===== config.mk =====
export PLATFORM = sky130hd
export DESIGN_NAME = inst_queue
export DESIGN_NICKNAME = d
export VERILOG_FILES = /design/src/rtl/inst_queue.sv
export SDC_FILE = /design/constraint.sdc
export NUM_CORES = 2
export LEC_CHECK = 0
export BUFFER_PORTS_ARGS = -buffer_cell sky130_fd_sc_hd__buf_2
export CAP_MARGIN = 20
export CORE_ASPECT_RATIO = 1.25
export CORE_MARGIN = 2
export CORE_UTILIZATION = 54
export CTS_CLUSTER_DIAMETER = 60
export DETAILED_ROUTE_END_ITERATION = 16
export GPL_TIMING_DRIVEN = 0
export HOLD_SLACK_MARGIN = 0.03
export PLACE_DENSITY_LB_ADDON = 0.3
export SKIP_CTS_REPAIR_TIMING = 1
export SYNTH_ARGS = -nofsm -noshare
export SYNTH_HDL_FRONTEND = slang
export SYNTH_SLANG_ARGS = --single-unit

===== constraint.sdc =====
create_clock -name clk -period 12.9 [get_ports clk]
set_input_delay 1.29 -clock clk [delete_from_list [all_inputs] [get_ports clk]]
set_output_delay 1.29 -clock clk [all_outputs]
set_load 0.02 [all_outputs]

===== src/rtl/inst_queue.sv =====
// -----------------------------------------------------------------------------
// inst_queue
//
// Instruction queue between the icache and decode. Whole cache lines are
// buffered in a circular FIFO of DEPTH entries. The head entry is sliced into
// 32-bit instructions one word at a time: a fire on a non-final word moves the
// head pc on by 4 and keeps the entry, and a fire on word 15 pops the entry.
//
// Handshake: both sides use valid/ready. A transfer happens on a rising edge
// where the producer's valid and the consumer's ready are both high. The
// producer holds its payload stable until that edge. Towards the icache,
// "ready" is !stall_icache_o. A line offered while stall_icache_o is high is
// dropped, and the icache re-offers it. Towards decode, a fire is
// iq_valid_o && iq_ready_i.
//
// Parameters
//   DEPTH      number of line entries (power of two, >= 2)
//   LINE_SIZE  line width in bits (512 = 16 x 32-bit words)
//
// Ports
//   clk, rst_n         clock (rising edge), asynchronous active-low reset
//   icache_valid_i     line offered by icache
//   icache_pc_i        fetch pc of the line (bits [1:0] ignored)
//   icache_data_i      line data
//   stall_icache_o     queue full; offered lines are not taken
//   squash_pipe_i      backend flush; empties the queue at the next edge
//   iq_valid_o         instruction presented to decode
//   iq_ready_i         decode accepts the presented instruction
//   iq_pc_o, iq_inst_o pc and instruction word at the head
//   perf_inst_cnt_o    instructions delivered
//   perf_stall_cnt_o   cycles spent with stall_icache_o high
//
// Optional feature: define INST_QUEUE_PERF_EN to build the two performance
// counters. Without it both perf ports are constant 0.
// -----------------------------------------------------------------------------
module inst_queue #(
   parameter int DEPTH     = 4,
   parameter int LINE_SIZE = 512
) (
   input  logic                 clk,
   input  logic                 rst_n,
   input  logic                 icache_valid_i,
   input  logic [63:0]          icache_pc_i,
   input  logic [LINE_SIZE-1:0] icache_data_i,
   output logic                 stall_icache_o,
   input  logic                 squash_pipe_i,
   output logic                 iq_valid_o,
   input  logic                 iq_ready_i,
   output logic [63:0]          iq_pc_o,
   output logic [31:0]          iq_inst_o,
   output logic [63:0]          perf_inst_cnt_o,
   output logic [63:0]          perf_stall_cnt_o
);

   localparam int PTR_W = $clog2(DEPTH);
   localparam int CNT_W = PTR_W + 1;
   localparam int WORDS = LINE_SIZE / 32;
   localparam int IDX_W = $clog2(WORDS);

   logic [63:0]          pc_mem   [DEPTH];
   logic [LINE_SIZE-1:0] line_mem [DEPTH];
   logic [PTR_W-1:0]     rd_ptr;
   logic [PTR_W-1:0]     wr_ptr;
   logic [CNT_W-1:0]     count;

   logic [63:0]          head_pc;
   logic [IDX_W-1:0]     head_idx;
   logic                 head_last;
   logic                 full;
   logic                 push;
   logic                 fire;
   logic                 pop;
   logic                 advance;

   // The low pc bits are forced to zero on entry, so the input bits are dropped.
   logic                 unused_pc_bits;
   assign unused_pc_bits = ^icache_pc_i[1:0];

   // Status depends on the registered count only, so there is no
   // combinational path from any input to the stall output.
   assign full           = (count == CNT_W'(DEPTH));
   assign stall_icache_o = full;
   assign iq_valid_o     = (count != '0);

   assign head_pc   = pc_mem[rd_ptr];
   assign head_idx  = head_pc[IDX_W+1:2];
   assign head_last = (head_idx == {IDX_W{1'b1}});

   assign iq_pc_o   = head_pc;
   assign iq_inst_o = line_mem[rd_ptr][32*head_idx +: 32];

   // Squash overrides any push, pop or pc advance in the same cycle.
   assign fire    = iq_valid_o && iq_ready_i;
   assign push    = icache_valid_i && !full && !squash_pipe_i;
   assign pop     = fire && head_last && !squash_pipe_i;
   assign advance = fire && !head_last && !squash_pipe_i;

   // Pointers and occupancy. DEPTH is a power of two, so the pointers wrap
   // naturally when they overflow.
   always_ff @(posedge clk or negedge rst_n) begin
      if (!rst_n) begin
         rd_ptr <= '0;
         wr_ptr <= '0;
         count  <= '0;
      end else if (squash_pipe_i) begin
         rd_ptr <= '0;
         wr_ptr <= '0;
         count  <= '0;
      end else begin
         if (push) wr_ptr <= wr_ptr + PTR_W'(1);
         if (pop)  rd_ptr <= rd_ptr + PTR_W'(1);
         case ({push, pop})
            2'b10:   count <= count + CNT_W'(1);
            2'b01:   count <= count - CNT_W'(1);
            default: count <= count;
         endcase
      end
   end

   // Entry pcs. A push and an advance never hit the same slot. A push needs
   // the queue not full, and an advance needs it not empty, so the write slot
   // differs from the head slot whenever both happen.
   always_ff @(posedge clk or negedge rst_n) begin
      if (!rst_n) begin
         for (int i = 0; i < DEPTH; i++) pc_mem[i] <= '0;
      end else begin
         if (push)    pc_mem[wr_ptr] <= {icache_pc_i[63:2], 2'b00};
         if (advance) pc_mem[rd_ptr] <= head_pc + 64'd4;
      end
   end

   // Line data is only read from occupied slots, so it carries no reset.
   always_ff @(posedge clk) begin
      if (push) line_mem[wr_ptr] <= icache_data_i;
   end

`ifdef INST_QUEUE_PERF_EN
   logic [63:0] inst_cnt;
   logic [63:0] stall_cnt;

   // Counters survive squash; only reset clears them. They wrap at 2^64.
   always_ff @(posedge clk or negedge rst_n) begin
      if (!rst_n) begin
         inst_cnt  <= '0;
         stall_cnt <= '0;
      end else begin
         if (fire) inst_cnt  <= inst_cnt + 64'd1;
         if (full) stall_cnt <= stall_cnt + 64'd1;
      end
   end

   assign perf_inst_cnt_o  = inst_cnt;
   assign perf_stall_cnt_o = stall_cnt;
`else
   assign perf_inst_cnt_o  = 64'd0;
   assign perf_stall_cnt_o = 64'd0;
`endif

endmodule


==> flow_summary.toml <==
[outcome]
status = "completed"

[power_and_ir_drop]
swShare_pct = 30.93
p_switching_w = 0.006200
ir_drop_v = 0.0001391
p_int_w = 0.01384
p_comb_share_pct = 23.7
clock_power_share_pct = 32.3
power_density_nw_per_um2 = 182.0
finalPower_w = 0.02004
p_leak_nw = 38.77
p_seq_share_pct = 44.0

[finish]
drive_above_1_share_pct = 30.89
postLayoutCellArea_sq_um = 110100
num-fill-cells = 12215
area_growth_pct = 16.55
final_nets = 6888
utilization_pct = 63.39

[sta]
relSlewSlack_pct = 13.46
max_clock_freq_mhz = 128.9
rsz0062_at_grt = "false"
period_share_pct = 60.15
setup_viol = 0
finalHoldViolations = 0
fin_skew_ns = 0.03197
layout_setup_ws_ns = 5.140
worst_pin_slew_ns = 1.289
period_needed_ns = 7.760
drv_slew = 0
fin_setup_tns_ns = 0

[global_route]
grt_max_degree = 117
antenna_found_initial = 241
grt_pass1_vias = 54058
overflow = 0
grt_usage_pct = 31.40
grt_pass1_wl_microns = 392500

[synthesis]
synth_edf_count = 2048
synth_flop_cell = "edfxtp_1"
yosysSeqAreaShare_pct = 72.05
yosysUniqueCellTypes = 64
syn_inst = 5210
ys_ff_latch = 2311
async_flop_share_pct = 11.38
netlist_area_sq_um = 94490
syn_avg_cell_area_sq_um = 18.14
yosysWarnings = 0

[critical_path]
crit_path_frequent_cell = "buf_2"
crit_path_top_delay_cell = "clkbuf_1"
worstPathRequired_ns = 11.61
path_cells = "buf_4, buf_4, buf_4, buf_2, buf_2, buf_2, buf_2, inv_1, nand2_1, clkbuf_1, o22ai_1, o221ai_1, buf_2"
critPathCaptureType = "output pin"
rrSetupSlack_ns = 6.01
arrival_ns = 6.47
worst-path-max-fanout = 10
crit_path_start_kind = "flip-flop"
path_class = "reg -> out"
slowest_delay_ns = 0.61

[cts]
numCtsBuffers = 217
clock_path_buffers = 3
path_clk_slew_ns = 0.06
cts_tree = "built"
cts_sinks = 2311
clock_latency_ns = 0.85
ctsRootBufferMaster = "clkbuf_16"
htree_num_levels = 4

[floorplanning]
die_x_microns = 378.2
core_sq_um = 173700
num_io_pins = 807
start_util_pct = 54.39
fp.dieH_microns = 471.7
rows = 171
dieArea_sq_um = 178400

[routing]
vias_per_cell = 6.181
first_pass_iters = 6
drtIter0Drc = 6987
drt_wl_total_microns = 281400
drcViolationCount = 0
wl_per_cell_microns = 31.49
vias = 55243
ant_nets = 0

[place]
port_buffers = 675
pre_cts_ws_ns = 6.046
dpl_cell_area_sq_um = 102600
gp_congestion = 0.9279
dp_hpwl_microns = 201500

[flow_run]
drv_cap = 0

[min_path]
min_path_type = "in -> async"
worst max-delay path, delay by kind of cell, from the launching register on:
kind	cells	cell delay (ns)
flip-flops	1	0.38
AO/OA/AOI/OAI	2	0.81
AND/OR/NAND/NOR	1	0.49
buffers and inverters	10	3.87
path summary, 6_finish.rpt:
check	start	end	cells past startpoint
min	rst_n	pc_mem[95]	1
min in group clk	pc_mem[65]	pc_mem[65]	2
max in group asynchronous	rst_n	pc_mem[154]	3
max	rd_ptr[1]	iq_inst_o[31]	13
max reg2reg	rd_ptr[0]	pc_mem[180]	17
min reg2reg	pc_mem[65]	pc_mem[65]	2
per-layer routing:
layer	wire, microns	track usage (%)	share of wire [%]	up-vias
met5	1329	0	0.47	-
met4	11430	11.72	4.1	222
li1	-	-	-	22900
met2	131700	48.26	47	3251
met1	98790	40.22	35	28167
met3	38190	12.85	14	703
Yosys cell counts, types with 4 or more instances:
cell,n,share of area [%]
mux2_2,169,2.0
mux2i_1,318,3.4
xor2_1,17,0.16
a311oi_1,6,0.056
o21ai_1,6,0.032
and2_1,4,0.026
buf_1,56,0.22
and2_0,4,0.026
a22oi_1,23,0.18
buf_4,146,1.2
o21ai_2,4,0.037
o211ai_1,9,0.071
nor3_1,20,0.11
mux4_2,508,12
nand3_1,149,0.79
nand4_1,19,0.13
ha_1,9,0.12
buf_2,82,0.43
o221ai_1,7,0.065
xnor2_1,21,0.19
and3_1,18,0.12
clkbuf_1,152,0.60
a21oi_1,54,0.29
edfxtp_1,2048,65
dfrtp_1,263,7.0
inv_1,16,0.064
o311ai_0,10,0.093
nor2_1,99,0.39
a211oi_1,27,0.21
nor4_1,13,0.086
nor2b_1,17,0.11
a221o_1,8,0.085
a22o_1,24,0.22
a31oi_1,60,0.40
o21ai_0,214,1.1
and4_1,7,0.065
o21a_1,4,0.032
o22ai_1,23,0.15
nand2_1,532,2.1
state kept, by name (all words and copies together) (netlist names):
| name | flops |
|---|---|
| count | 3 |
| line_mem | 2048 |
| pc_mem | 256 |
| rd_ptr | 2 |
| wr_ptr | 2 |
through the flow:
stage / hold slack (ns) / std cells
2_1_floorplan: 0.4611 / 5337
3_3_place_gp: 0.4765 / 8347
3_5_place_dp: 0.4880 / 8412
4_1_cts: 0.3332 / 8815
5_1_grt: 0.3705 / 8840
6_report: 0.3626 / 8938
cell type report:
class	count	area [sq um]	share of cell area (%)
flip-flops and latches	2311	68080	61.82
multi-input cells	2566	24460	22.21
clock buffers	267	5669	5.148
repair buffers	741	4710	4.276
well taps	2335	2922	2.653
plain buffers	442	2372	2.154
clock inverters	136	1525	1.385
diodes	122	305.3	0.2772
inverters	18	86.33	0.07839
layout by cell type (no fill, tap or decap), drive strengths merged, types with 24 or more instances in the layout:
cell,n
edfxtp,2048
buf,1031
nand2,533
mux4,508
clkbuf,419
mux2i,318
dfrtp,263
o21ai,224
mux2,170
nand3,149
conb,128
diode,122
nor2,99
clkinv,84
a31oi,60
a21oi,54
inv,30
bufinv,28
a211oi,27
a22o,24
power groups by stage:
stage	sequential (W)	combinational, W	clock, W
after CTS	0.00881	0.00469	0.00654
after floorplan	0.00898	0.00259	0
after global placement	0.00908	0.00452	0
final	0.00882	0.00475	0.00648
after global routing	0.00885	0.00494	0.00682
after detailed placement	0.00896	0.00466	0
cells by family after synthesis:
logic type	count (synthesis)	share of synthesized area, %
simple gates	908	4.242
mux	996	17.51
buf+inv	460	2.581
other cells	1	0.003969
compound gates	486	3.126
flops	2311	72.05
xor+xnor	38	0.3522
fa+ha+maj	10	0.1404
Power figures use the tool's default switching activity.
